--- config.mk ---
export PLATFORM = sky130hd
export DESIGN_NAME = mac3_seq_ctrl
export DESIGN_NICKNAME = d
export VERILOG_FILES = /design/src/rtl/mac3_seq_pkg.sv /design/src/rtl/mac3_seq_tag_pipe.sv /design/src/rtl/mac3_seq_ctrl.sv
export SDC_FILE = /design/constraint.sdc
export NUM_CORES = 1
export LEC_CHECK = 0
export BUFFER_PORTS_ARGS = -buffer_cell sky130_fd_sc_hd__buf_4
export CORE_MARGIN = 2
export CORE_UTILIZATION = 55
export CTS_CLUSTER_SIZE = 20
export DETAILED_ROUTE_END_ITERATION = 8
export PLACE_DENSITY = 0.84
export SLEW_MARGIN = 20
export SYNTH_ARGS = -nofsm -noshare
export SYNTH_HDL_FRONTEND = slang
export SYNTH_HIERARCHICAL = 1
export SYNTH_SLANG_ARGS = --single-unit
--- constraint.sdc ---
create_clock -name clk -period 8.01 [get_ports clk]
set_input_delay 0 -clock clk [delete_from_list [all_inputs] [get_ports clk]]
set_output_delay 0 -clock clk [all_outputs]
set_load 0.02 [all_outputs]
--- src/rtl/mac3_seq_pkg.sv ---
// Shared types and constants for the mac3 sequencer.
// Latency: n/a (declarations only).
// Backpressure: n/a.
package mac3_seq_pkg;

    // Depth of the mac3 pipeline; a result appears after this many advances.
    localparam int MAC3_PIPE_DEPTH = 4;
    // Bubbles needed to push the last real group out of the pipeline.
    localparam int MAC3_DRAIN_CNT  = MAC3_PIPE_DEPTH - 1;
    localparam int MAC3_DRAIN_W    = $clog2(MAC3_PIPE_DEPTH);
    // Width of the output-point index carried in a tag.
    localparam int MAC3_IDX_W      = 8;

    // Sequencer states, kept as plain constants for legacy tooling.
    localparam logic [1:0] ST_IDLE  = 2'd0;
    localparam logic [1:0] ST_RUN   = 2'd1;
    localparam logic [1:0] ST_DRAIN = 2'd2;

    // Shadow of one MAC pipeline slot.
    typedef struct packed {
        logic                  valid;  // slot carries a real group, not a bubble
        logic                  last;   // final group of its output point
        logic [MAC3_IDX_W-1:0] idx;    // output point the group belongs to
    } mac3_tag_t;

endpackage

--- src/rtl/mac3_seq_tag_pipe.sv ---
// Tag shadow of the mac3 pipeline: shifts in lock-step with the MAC advance.
// Latency: a pushed tag reaches the tail after MAC3_PIPE_DEPTH advances.
// Backpressure: holds when adv=0; ack clears the tail valid unless a shift replaces it.
//
// Ports: clk, arst_n_in (async active-low), adv (MAC input_valid), push_tag
// (tag entering stage 1), ack (result written), tail_tag (stage 4 contents).
module mac3_seq_tag_pipe
    import mac3_seq_pkg::*;
(
    input  logic      clk,
    input  logic      arst_n_in,
    input  logic      adv,
    input  mac3_tag_t push_tag,
    input  logic      ack,
    output mac3_tag_t tail_tag
);

    mac3_tag_t stage_q [MAC3_PIPE_DEPTH];

    always_ff @(posedge clk or negedge arst_n_in) begin
        if (!arst_n_in) begin
            for (int i = 0; i < MAC3_PIPE_DEPTH; i++) begin
                stage_q[i] <= '0;
            end
        end else if (adv) begin
            // A shift overwrites the tail, which also retires an acked result.
            stage_q[0] <= push_tag;
            for (int i = 1; i < MAC3_PIPE_DEPTH; i++) begin
                stage_q[i] <= stage_q[i-1];
            end
        end else if (ack && stage_q[MAC3_PIPE_DEPTH-1].valid && stage_q[MAC3_PIPE_DEPTH-1].last) begin
            stage_q[MAC3_PIPE_DEPTH-1].valid <= 1'b0;
        end
    end

    assign tail_tag = stage_q[MAC3_PIPE_DEPTH-1];

endmodule

--- src/rtl/mac3_seq_ctrl.sv ---
// Sequencer for one mac3 3-tap MAC: issues G groups per output for N outputs.
// Latency: result valid 4 cycles after its last group issues; done 1 cycle after drain.
// Backpressure: unacked result freezes the MAC (no issue, no bubble); op_valid=0 idles it.
//
// Ports: clk, arst_n_in (async active-low); start/cfg_groups/cfg_outputs job
// control; busy/done status; op_valid/op_ready + grp_idx/out_idx to operand
// fetch; mac_input_valid/mac_accumulate/mac_partial_sum to the MAC;
// res_valid/res_idx/res_ack to the result writer.
// Optional feature macro MAC3_SEQ_PSUM_EN adds psum_in/psum_valid/psum_ready,
// seeding each output point with an external partial sum.
module mac3_seq_ctrl
    import mac3_seq_pkg::*;
#(
    parameter int CNT_W = 8,
    parameter int ACC_W = 32
) (
    input  logic             clk,
    input  logic             arst_n_in,
    input  logic             start,
    input  logic [CNT_W-1:0] cfg_groups,
    input  logic [CNT_W-1:0] cfg_outputs,
    output logic             busy,
    output logic             done,
    input  logic             op_valid,
    output logic             op_ready,
    output logic [CNT_W-1:0] grp_idx,
    output logic [CNT_W-1:0] out_idx,
    output logic             mac_input_valid,
    output logic             mac_accumulate,
    output logic [ACC_W-1:0] mac_partial_sum,
    output logic             res_valid,
    output logic [CNT_W-1:0] res_idx,
`ifdef MAC3_SEQ_PSUM_EN
    input  logic [ACC_W-1:0] psum_in,
    input  logic             psum_valid,
    output logic             psum_ready,
`endif
    input  logic             res_ack
);

    logic [1:0]              state_q;
    logic [CNT_W-1:0]        cfg_g_q;
    logic [CNT_W-1:0]        cfg_n_q;
    logic [CNT_W-1:0]        grp_q;
    logic [CNT_W-1:0]        out_q;
    logic [MAC3_DRAIN_W-1:0] drain_q;
    logic                    done_q;

    logic      stall, grp_first, grp_last, psum_ok;
    logic      issue, bubble, final_issue, drain_done;
    mac3_tag_t push_tag, tail_tag;

    assign stall     = res_valid & ~res_ack;
    assign grp_first = (grp_q == '0);
    assign grp_last  = (grp_q == cfg_g_q - CNT_W'(1));

`ifdef MAC3_SEQ_PSUM_EN
    // The first group of each output needs its seed partial sum present.
    assign psum_ok         = ~grp_first | psum_valid;
    assign psum_ready      = issue & grp_first;
    assign mac_partial_sum = psum_in;
`else
    assign psum_ok         = 1'b1;
    assign mac_partial_sum = '0;
`endif

    assign issue       = (state_q == ST_RUN) & op_valid & ~stall & psum_ok;
    assign bubble      = (state_q == ST_DRAIN) & ~stall
                         & (drain_q != MAC3_DRAIN_W'(MAC3_DRAIN_CNT));
    assign final_issue = issue & grp_last & (out_q == cfg_n_q - CNT_W'(1));
    // An ack in the same cycle frees the writer, so ~stall is enough here.
    assign drain_done  = (state_q == ST_DRAIN) & ~stall
                         & (drain_q == MAC3_DRAIN_W'(MAC3_DRAIN_CNT));

    assign mac_input_valid = issue | bubble;
    assign op_ready        = issue;
    // Bubbles accumulate so the in-flight sum is not disturbed by zero operands.
    assign mac_accumulate  = (issue & ~grp_first) | bubble;

    assign push_tag.valid = issue;
    assign push_tag.last  = grp_last;
    assign push_tag.idx   = MAC3_IDX_W'(out_q);

    always_ff @(posedge clk or negedge arst_n_in) begin
        if (!arst_n_in) begin
            state_q <= ST_IDLE;
            cfg_g_q <= '0;
            cfg_n_q <= '0;
            grp_q   <= '0;
            out_q   <= '0;
            drain_q <= '0;
            done_q  <= 1'b0;
        end else begin
            done_q <= 1'b0;
            case (state_q)
                ST_IDLE: begin
                    if (start) begin
                        if (cfg_groups == '0 || cfg_outputs == '0) begin
                            done_q <= 1'b1;
                        end else begin
                            cfg_g_q <= cfg_groups;
                            cfg_n_q <= cfg_outputs;
                            grp_q   <= '0;
                            out_q   <= '0;
                            drain_q <= '0;
                            state_q <= ST_RUN;
                        end
                    end
                end
                ST_RUN: begin
                    if (issue) begin
                        if (grp_last) begin
                            grp_q <= '0;
                            out_q <= out_q + CNT_W'(1);
                        end else begin
                            grp_q <= grp_q + CNT_W'(1);
                        end
                        if (final_issue) begin
                            drain_q <= '0;
                            state_q <= ST_DRAIN;
                        end
                    end
                end
                ST_DRAIN: begin
                    if (bubble) begin
                        drain_q <= drain_q + MAC3_DRAIN_W'(1);
                    end
                    if (drain_done) begin
                        done_q  <= 1'b1;
                        state_q <= ST_IDLE;
                    end
                end
                default: state_q <= ST_IDLE;
            endcase
        end
    end

    mac3_seq_tag_pipe u_tag_pipe (
        .clk       (clk),
        .arst_n_in (arst_n_in),
        .adv       (mac_input_valid),
        .push_tag  (push_tag),
        .ack       (res_ack),
        .tail_tag  (tail_tag)
    );

    assign res_valid = tail_tag.valid & tail_tag.last;
    assign res_idx   = CNT_W'(tail_tag.idx);
    assign busy      = (state_q != ST_IDLE);
    assign done      = done_q;
    assign grp_idx   = grp_q;
    assign out_idx   = out_q;

endmodule

==> impl_metrics.tcl, run 1 <==
set metrics [dict create \
    rrSetupSlack_ns 5.15 \
    slew_violations 0 \
    cts_tree "yes" \
    ctsLongestPathBuffers 2 \
    grt_pass1_vias 2904 \
    power_switching_mw 0.508 \
    clkSinkCount 77 \
    p_per_area_mw_per_mm2 285 \
    nets 479 \
    synth_area_per_cell_um2 10.9 \
    use_met2 0.333 \
    leakagePower_nw 2.40 \
    placement.io_buffers 50 \
    cts_buffers 9 \
    hold_path_class "in2reg" \
    rsz0062_at_grt "no" \
    hold_violations 0 \
    gp_congestion 0.866 \
    final_core_util 0.638 \
    synth.distinct_cells 50 \
    end_kind "flop" \
    finalCritPeriodShare 0.357 \
    vdd_drop_max_v 0.000236 \
    drc 0 \
    p_int_mw 0.881 \
    grt_overflow 0 \
    cp_max_fo 10 \
    final.fill_count 623 \
    grt_max_degree 78 \
    ant_nets 0 \
    arrival_ns 3.10 \
    track_usage 0.205 \
    drv_cap 0 \
    antenna_found_initial 0 \
    relSlewSlack 0.379 \
    die-width_um 92.4 \
    final_cells 559 \
    start_util 0.562 \
    seq_area_frac_synth 0.449 \
    grt_pass1_wl_mm 13.8 \
    tightest_slew_ns 0.932 \
    path_class "reg2reg" \
    clock_latency_ns 0.35 \
    area_delta_synth_final_pct 13.6 \
    ys_seq_elements 77 \
    root_buffer "clkbuf_8" \
    ys_warn_count 6 \
    final.setup.worst_slack_ns 5.15 \
    power.share.clock 0.213 \
    hold_path_depth 3 \
    core.rowCount 32 \
    drtPass1Iterations 4 \
    synth_edf_count 0 \
    ys.flop_type "dfrtp_1" \
    ys_async_sr_fraction 1.00 \
    cp.required_ns 8.25 \
    setup_tns_ns 0 \
    fin_hold_ws_ns 0.0946 \
    die_area_mm2 0.00853 \
    syn_area_mm2 0.00429 \
    critPathLaunchType "flop" \
    cts.htree.levels 3 \
    viasPerCell 5.27 \
    dp_slack_ns 5.17 \
    p_seq_frac 0.421 \
    swShare 0.366 \
    core_area_mm2 0.00765 \
    min_period_ns 2.86 \
    ff2ff_path_depth 8 \
    fin_total_pwr_mw 1.39 \
    via_count 2946 \
    fin_area_mm2 0.00488 \
    path_clk_slew_ns 0.08 \
    fp.dieH_um 92.4 \
    status "complete, no violations" \
    p_comb_frac 0.367 \
    routedWlPerCell_um 14.8 \
    grt_util_met1 0.259 \
    grt.busiest_layer "met2" \
    antenna_cells 0 \
    synthCells 393 \
    dp.cells 524 \
    dp_hpwl_mm 5.64 \
    fin_skew_ns 0.00998 \
    gr-usage-met3 0.0350 \
    setup_viol 0 \
    drt_iter0_markers 131 \
    wl_mm 8.26 \
    post_dp_cell_area_mm2 0.00449 \
    ioPinCount 83 \
    layout-drive-gt1-share 0.256 \
    fmax_ghz 0.350 \
]
[Yosys cell counts (3+ instances only)]
cell type,instances,area (µm²)
a21oi_1,10,50.1
buf_12,4,80.1
buf_4,42,315
clkbuf_1,4,15.0
dfrtp_1,77,1930
ha_1,6,75.1
inv_1,17,63.8
mux2_4,38,571
nand2_1,56,210
nand3_1,12,60.1
nand4_1,5,31.3
nor2_1,13,48.8
nor3_1,5,25.0
nor3b_1,3,22.5
nor4_1,11,68.8
o21ai_0,15,75.1
o31ai_1,5,37.5
or3_1,5,31.3
or4_1,5,37.5
xnor2_1,21,184
xor2_1,5,43.8
[cell type report]
class                   instances  area (µm²)  share of cell area
clock buffers                  11         141              0.0290
clock inverters                 5        60.1              0.0123
inverters                      17        63.8              0.0131
multi-input cells             276        1980               0.406
flip-flops and latches         77        1930               0.395
well taps                     102         128              0.0262
repair buffers                 71         581               0.119
[flip-flops by register name (all words and copies together) (netlist names)]
register             cells
cfg_g_q                  8
cfg_n_q                  8
done                     1
drain_q                  2
grp_idx                  8
out_idx                  8
state_q                  2
u_tag_pipe/stage_q      30
u_tag_pipe/tail_tag     10
[worst paths after layout]
kind / startpoint / to
worst max-delay path: cfg_g_q[0]$_DFFE_PN0P_ / drain_q[1]$_DFFE_PN0P_
worst min-delay path: op_valid / out_idx[0]$_DFFE_PN0P_
worst max register to register: cfg_g_q[0]$_DFFE_PN0P_ / drain_q[1]$_DFFE_PN0P_
worst min register to register: state_q[0]$_DFFE_PN0P_ / done$_DFF_PN0_
max in group asynchronous: arst_n_in / u_tag_pipe/tail_tag[3]$_DFFE_PN0P_
min in group asynchronous: arst_n_in / u_tag_pipe/stage_q[32]$_DFFE_PN0P_
[critical path, stage by stage (launching register included)]
cell      delay, ns
dfrtp_1        0.45
inv_1          0.10
ha_1           0.23
xnor3_4        0.42
nand3_1        0.10
nor4_1         0.47
o211ai_2       0.28
or3_1          0.43
a31o_2         0.25
[cell families after synthesis]
logic type	share of synthesized area
adders and majority gates	0.0175
DFF	0.449
AOI/OAI and AO/OA	0.0691
xor gates and xnor gates	0.0592
other	0.000873
and+or+nand+nor	0.149
muxes	0.138
buffers and inverters	0.118
[metal layers]
metal	routed length, µm	share of wire	up-vias
met1	3520	0.43	1426
met5	0	0	-
met2	4060	0.49	95
met4	336	0.041	0
li1	-	-	1399
met3	339	0.041	26
[repair_timing]
item,4_1_cts,5_1_grt
hold buffers,19,0
hold endpoints to repair,95,0
endpoints found under the setup margin,0,0
gates resized for setup,0,0
setup buffers,0,0
[cell usage in the layout (no fill, tap or decap), types with 6 or more instances in the layout]
master | synthesis | routed
xnor2_1 | 21 | 21
nand2_1 | 56 | 55
ha_1 | 6 | 6
conb_1 | 1 | 32
a21oi_1 | 10 | 10
nand3_1 | 12 | 12
clkbuf_8 | 0 | 10
buf_4 | 42 | 52
o21ai_0 | 15 | 15
dlygate4sd3_1 | 0 | 19
dfrtp_1 | 77 | 77
nor2_1 | 13 | 13
nor4_1 | 11 | 11
mux2_4 | 38 | 38
inv_1 | 17 | 17
[power by group through the flow]
stage          clock, mW  combinational, mW  sequential [mW]
2_1_floorplan          0              0.423            0.571
3_3_place_gp           0              0.487            0.583
3_5_place_dp           0              0.499            0.591
4_1_cts            0.301              0.510            0.584
5_1_grt            0.318              0.562            0.599
6_report           0.295              0.509            0.585
(Power assumes the default switching activity.)
==> run 2: changes to the inputs <==
- ABC_AREA: unset -> 1
- clock period: 8.01 -> 2.7 ns (I/O delays scaled with it)
==> impl_metrics.tcl, run 2 <==
set metrics [dict create \
    status "complete, no violations" \
    synthTopCellsByArea "dfrtp_1 (44%), nand2_1 (19%), buf_4 (7.5%), inv_1 (4.1%), nor2_1 (4.0%)" \
    drc 0 \
    clock_latency_ns 0.36 \
    grt_max_degree 78 \
    routedWlPerCell_um 12.0 \
    core.rowCount 32 \
    seq_area_frac_synth 0.436 \
    ioPinCount 83 \
    cp_max_fo 18 \
    p_int_mw 2.42 \
    start_util 0.569 \
    grt_pass1_wl_mm 14.9 \
    p_seq_frac 0.406 \
    layout_commonest_cell "nand2_1" \
    rrSetupSlack_ns 0.47 \
    cp.required_ns 2.70 \
    critPathLaunchType "flop" \
    finalCritPeriodShare 0.861 \
    setup_viol 0 \
    wl_mm 8.88 \
    viasPerCell 4.92 \
    swShare 0.410 \
    setup_tns_ns 0 \
    ff2ff_path_depth 13 \
    hold_violations 0 \
    hold_path_class "in2reg" \
    end_kind "output pin" \
    via_count 3659 \
    yosysTopAreaCellShare 0.436 \
    hp-start "op_valid" \
    nets 663 \
    vdd_drop_max_v 0.000383 \
    antenna_cells 0 \
    power.share.clock 0.226 \
    drv_cap 0 \
    rsz0062_at_grt "no" \
    ant_nets 0 \
    die_area_mm2 0.00877 \
    ys_warn_count 6 \
    synth.largest_area_cell "dfrtp_1" \
    ys_async_sr_fraction 1.00 \
    path_clk_slew_ns 0.08 \
    layout-drive-gt1-share 0.140 \
    antenna_found_initial 0 \
    final.fill_count 677 \
    min_period_ns 2.33 \
    die-width_um 93.7 \
    path_class "reg2out" \
    synth.distinct_cells 35 \
    grt_pass1_vias 3380 \
    largest_register "u_tag_pipe/stage_q" \
    ys_seq_elements 77 \
    tightest_slew_ns 0.941 \
    fmax_ghz 0.430 \
    synthCells 581 \
    holdPathEnd "u_tag_pipe/stage_q[39]$_DFFE_PN0P_" \
    fin_skew_ns 0.0142 \
    slew_violations 0 \
    root_buffer "clkbuf_8" \
    hold_path_depth 5 \
    largest_register_ffs 30 \
    placement.io_buffers 50 \
    drt_iter0_markers 249 \
    p_comb_frac 0.368 \
    dp_hpwl_mm 6.26 \
    p_per_area_mw_per_mm2 819 \
    final_cell_mix "nand2_1 (224), dfrtp_1 (77), buf_4 (52)" \
    fp.dieH_um 93.7 \
    fin_total_pwr_mw 4.11 \
    clkSinkCount 77 \
    cts_resized 0 \
    area_delta_synth_final_pct 13.3 \
    reg2reg_from "cfg_g_q[0]$_DFFE_PN0P_" \
    synth_area_per_cell_um2 7.61 \
    track_usage 0.213 \
    power_switching_mw 1.68 \
    leakagePower_nw 2.72 \
    ctsLongestPathBuffers 2 \
    ys_top_cells_by_count "nand2_1 (224), dfrtp_1 (77), inv_1 (48), nor2_1 (47), buf_4 (44)" \
    synth_edf_count 0 \
    post_cts_buffers 0 \
    cts_tree "yes" \
    cts.htree.levels 3 \
    core_area_mm2 0.00777 \
    drtPass1Iterations 5 \
    r2r_end "out_idx[7]$_DFFE_PN0P_" \
    ys.flop_type "dfrtp_1" \
    yosysMostFrequentCell "nand2_1" \
    syn_area_mm2 0.00442 \
    relSlewSlack 0.373 \
    cts_buffers 9 \
    arrival_ns 2.33 \
    gp_congestion 0.940 \
    grt_overflow 0 \
]
## run 2: cell types whose count changed after synthesis, sizes merged, moves of 8 or more
cell / delta
nand2: +171
a21oi: -8
xnor2: -15
nand3: +12
inv: +35
mux2: -39
nor2: +38
nor4: -12
o21ai: +25
xor2: +11
## run 2: area by class of cell
cell class	count	area (µm²)	area share
Sequential cell	77	1930	0.385
Clock inverter	7	88.8	0.0177
Timing Repair Buffer	71	581	0.116
Multi-Input combinational cell	424	1960	0.391
Inverter	53	206	0.0412
Tap cell	102	128	0.0255
Clock buffer	9	124	0.0247
## run 2: how the worst max path moves through the flow
stage,start,end,slack (ns),depth (start not counted)
after CTS,state_q[1]$_DFFE_PN0P_,mac_input_valid,0.37,5
final,state_q[1]$_DFFE_PN0P_,mac_input_valid,0.37,5
after detailed placement,cfg_g_q[0]$_DFFE_PN0P_,out_idx[6]$_DFFE_PN0P_,0.54,13
after floorplan,cfg_g_q[0]$_DFFE_PN0P_,out_idx[5]$_DFFE_PN0P_,0.92,14
after global routing,state_q[1]$_DFFE_PN0P_,mac_input_valid,0.21,5
after global placement,state_q[1]$_DFFE_PN0P_,out_idx[6]$_DFFE_PN0P_,0.69,10
## run 2: power by group through the flow
stage / clock (mW) / sequential, mW / combinational [mW]
5_1_grt: 0.987 / 1.71 / 1.72
4_1_cts: 0.943 / 1.66 / 1.51
6_report: 0.928 / 1.67 / 1.51
3_3_place_gp: 0 / 1.67 / 1.42
2_1_floorplan: 0 / 1.68 / 1.11
3_5_place_dp: 0 / 1.68 / 1.47
## run 2: cell families (layout without fill, tap and decap cells)
group / after synthesis / count (layout) / synth area share
AND/OR/NAND/NOR: 319 / 319 / 0.295
buffers and inverters: 111 / 140 / 0.148
flip-flops: 77 / 77 / 0.436
AO/OA/AOI/OAI: 45 / 45 / 0.0603
XOR/XNOR: 22 / 22 / 0.0436
adder cells (fa/ha/maj): 6 / 6 / 0.0170
other: 1 / 32 / 0.000848
## run 2: routing by layer
layer / part of all wire / track usage / vias to the layer above
met2: 0.50 / 0.354 / 114
li1: - / - / 1837
met5: 0 / 0 / -
met3: 0.053 / 0.0361 / 15
met1: 0.44 / 0.276 / 1693
met4: 0.015 / 0.0882 / 0
## run 2: repair_timing
item | in CTS | in global routing
hold buffers | 19 | 0
endpoints found under the hold margin | 96 | 0
endpoints found under the setup margin | 0 | 0
## run 2: through the flow
step                      utilization  area (µm²)  cells  hold slack [ns]  worst slack [ns]
after floorplan                     -        4540    612           -0.296             0.925
final                           0.645        5010    743           0.0757             0.375
after global placement          0.593        4610    708            0.193             0.686
after CTS                       0.645        5010    743           0.0688             0.370
after global routing            0.645        5010    743            0.106             0.212
after detailed placement        0.593        4610    708            0.207             0.543
## run 2: worst max-delay path, stage by stage (launching register included)
cell and delay [ns]:
dfrtp_1 0.43, nor2_2 0.46, nand3_2 0.20, nand2_1 0.41, buf_4 0.31, buf_4 0.17
==> run 3: changes to the inputs <==
- GPL_TIMING_DRIVEN: unset -> 0
- MAX_ROUTING_LAYER: unset -> met4
- SLEW_MARGIN: 20 -> unset
==> impl_metrics.tcl, run 3 (synthesis results as in run 2) <==
set metrics [dict create \
    critPathLaunchType "flop" \
    tightest_slew_ns 0.951 \
    largest_register "u_tag_pipe/stage_q" \
    via_count 3801 \
    wl_mm 9.24 \
    cpMaxStageDelayCell "dfrtp_1" \
    layout-drive-gt1-share 0.207 \
    start_util 0.569 \
    rrSetupSlack_ns 0.60 \
    final_cell_mix "nand2_1 (224), buf_4 (94), dfrtp_1 (77)" \
    ctsLongestPathBuffers 2 \
    ioPinCount 83 \
    area_delta_synth_final_pct 23.5 \
    clkSinkCount 77 \
    post_cts_buffers 0 \
    grt_pass1_vias 3622 \
    setup_viol 0 \
    vdd_drop_max_v 0.000399 \
    largest_register_ffs 30 \
    dp_hpwl_mm 6.80 \
    r2r_end "out_idx[7]$_DFFE_PN0P_" \
    cts.htree.levels 3 \
    clock_latency_ns 0.35 \
    hold_path_class "in2reg" \
    nets 719 \
    holdPathEnd "u_tag_pipe/stage_q[39]$_DFFE_PN0P_" \
    grt_max_degree 78 \
    min_period_ns 2.10 \
    path_clk_slew_ns 0.09 \
    fp.dieH_um 93.7 \
    fin_hold_ws_ns 0.117 \
    arrival_ns 2.35 \
    slew_violations 0 \
    status "complete, no violations" \
    grt_overflow 0 \
    cpPeakStageDelay_ns 0.42 \
    fin_skew_ns 0.00599 \
    grt_pass1_wl_mm 15.9 \
    drtPass1Iterations 4 \
    rsz0062_at_grt "no" \
    antenna_found_initial 0 \
    swShare 0.392 \
    antenna_cells 0 \
    die-width_um 93.7 \
    hold_buffers 19 \
    power.share.clock 0.237 \
    p_comb_frac 0.375 \
    routedWlPerCell_um 11.6 \
    core_area_mm2 0.00777 \
    crit_chain "inv_1, ha_1, nand3_1, o21ai_0, nand2_1, nand2_1, nor2_1, nand2_1, nand2_1, nand2_4, clkinv_1, nand2_1, nand2_1" \
    fmax_ghz 0.475 \
    placement.io_buffers 50 \
    track_usage 0.237 \
    setup_tns_ns 0 \
    core.rowCount 32 \
    ff2ff_path_depth 13 \
    ant_nets 0 \
    hold_violations 0 \
    layout_commonest_cell "nand2_1" \
    relSlewSlack 0.366 \
    cp.required_ns 2.95 \
    gp_congestion 0.852 \
    cts_buffers 9 \
    path_class "reg2reg" \
    drv_cap 0 \
    power_switching_mw 1.67 \
    crit_top_cell "nand2_1" \
    root_buffer "clkbuf_8" \
    drc 0 \
    cp_max_fo 6 \
    end_kind "flop" \
    hold_path_depth 5 \
    leakagePower_nw 3.03 \
    viasPerCell 4.76 \
    final_core_util 0.703 \
    p_seq_frac 0.387 \
    hp-start "op_valid" \
    reg2reg_from "cfg_g_q[0]$_DFFE_PN0P_" \
    cts_tree "yes" \
    die_area_mm2 0.00877 \
    cts_resized 0 \
    drt_iter0_markers 160 \
    p_per_area_mw_per_mm2 781 \
    p_int_mw 2.59 \
    finalCritPeriodShare 0.779 \
]
run 3: cell types whose count changed in the layout (fill, tap and decap cells not counted), sizes merged:
cell | previous run | this run
buf | 52 | 103
clkbuf | 9 | 14
bufinv | 1 | 2
clkinv | 2 | 1
run 3: area by class of cell:
| cell class | instances | area, µm² |
|---|---|---|
| sequential | 77 | 1930 |
| tap | 102 | 128 |
| multi-input combinational | 424 | 1960 |
| clock inverter | 7 | 105 |
| buffer | 58 | 448 |
| timing repair buffer | 69 | 566 |
| fill | 625 | 2310 |
| clock buffer | 9 | 124 |
| inverter | 53 | 206 |
run 3: layer usage:
| layer | GRT usage | vias up | wire length, µm | share of wire |
|---|---|---|---|---|
| met5 | - | - | 0 | 0 |
| met4 | 0.0737 | 0 | 143 | 0.015 |
| met3 | 0.0321 | 14 | 383 | 0.041 |
| met2 | 0.398 | 92 | 4600 | 0.50 |
| met1 | 0.300 | 1745 | 4120 | 0.45 |
| li1 | - | 1950 | - | - |
run 3: metrics by stage:
| stage | total power, mW | setup WS [ns] | cell area (µm²) | cells |
|---|---|---|---|---|
| final | 4.26 | 0.596 | 5460 | 799 |
| after global routing | 4.61 | 0.335 | 5460 | 799 |
| after CTS | 4.29 | 0.574 | 5460 | 799 |
| after detailed placement | 3.25 | 0.597 | 5040 | 764 |
| after global placement | 3.19 | 0.620 | 5040 | 764 |
| after floorplan | 2.79 | 0.925 | 4540 | 612 |
run 3: power groups by stage:
stage | combinational, mW | sequential, mW | clock (mW)
6_report | 1.60 | 1.65 | 1.01
3_3_place_gp | 1.53 | 1.66 | 0
4_1_cts | 1.61 | 1.65 | 1.03
2_1_floorplan | 1.11 | 1.68 | 0
3_5_place_dp | 1.58 | 1.67 | 0
5_1_grt | 1.84 | 1.69 | 1.08
run 3: critical path: cells and delay by family (launching register included):
kind            cells  cell delay [ns]
flops               1             0.42
buf+inv             2             0.37
simple gates        9             0.84
compound gates      1             0.16
fa+ha+maj           1             0.22
run 3: worst max path at each step:
| stage | cells past startpoint | start | slack [ns] | to |
|---|---|---|---|---|
| 2_1_floorplan | 14 | cfg_g_q[0]$_DFFE_PN0P_ | 0.92 | out_idx[5]$_DFFE_PN0P_ |
| 3_3_place_gp | 13 | cfg_g_q[0]$_DFFE_PN0P_ | 0.62 | out_idx[7]$_DFFE_PN0P_ |
| 3_5_place_dp | 13 | cfg_g_q[0]$_DFFE_PN0P_ | 0.60 | out_idx[0]$_DFFE_PN0P_ |
| 4_1_cts | 13 | cfg_g_q[0]$_DFFE_PN0P_ | 0.57 | out_idx[7]$_DFFE_PN0P_ |
| 5_1_grt | 13 | cfg_g_q[0]$_DFFE_PN0P_ | 0.34 | out_idx[7]$_DFFE_PN0P_ |
| 6_report | 13 | cfg_g_q[0]$_DFFE_PN0P_ | 0.60 | out_idx[7]$_DFFE_PN0P_ |
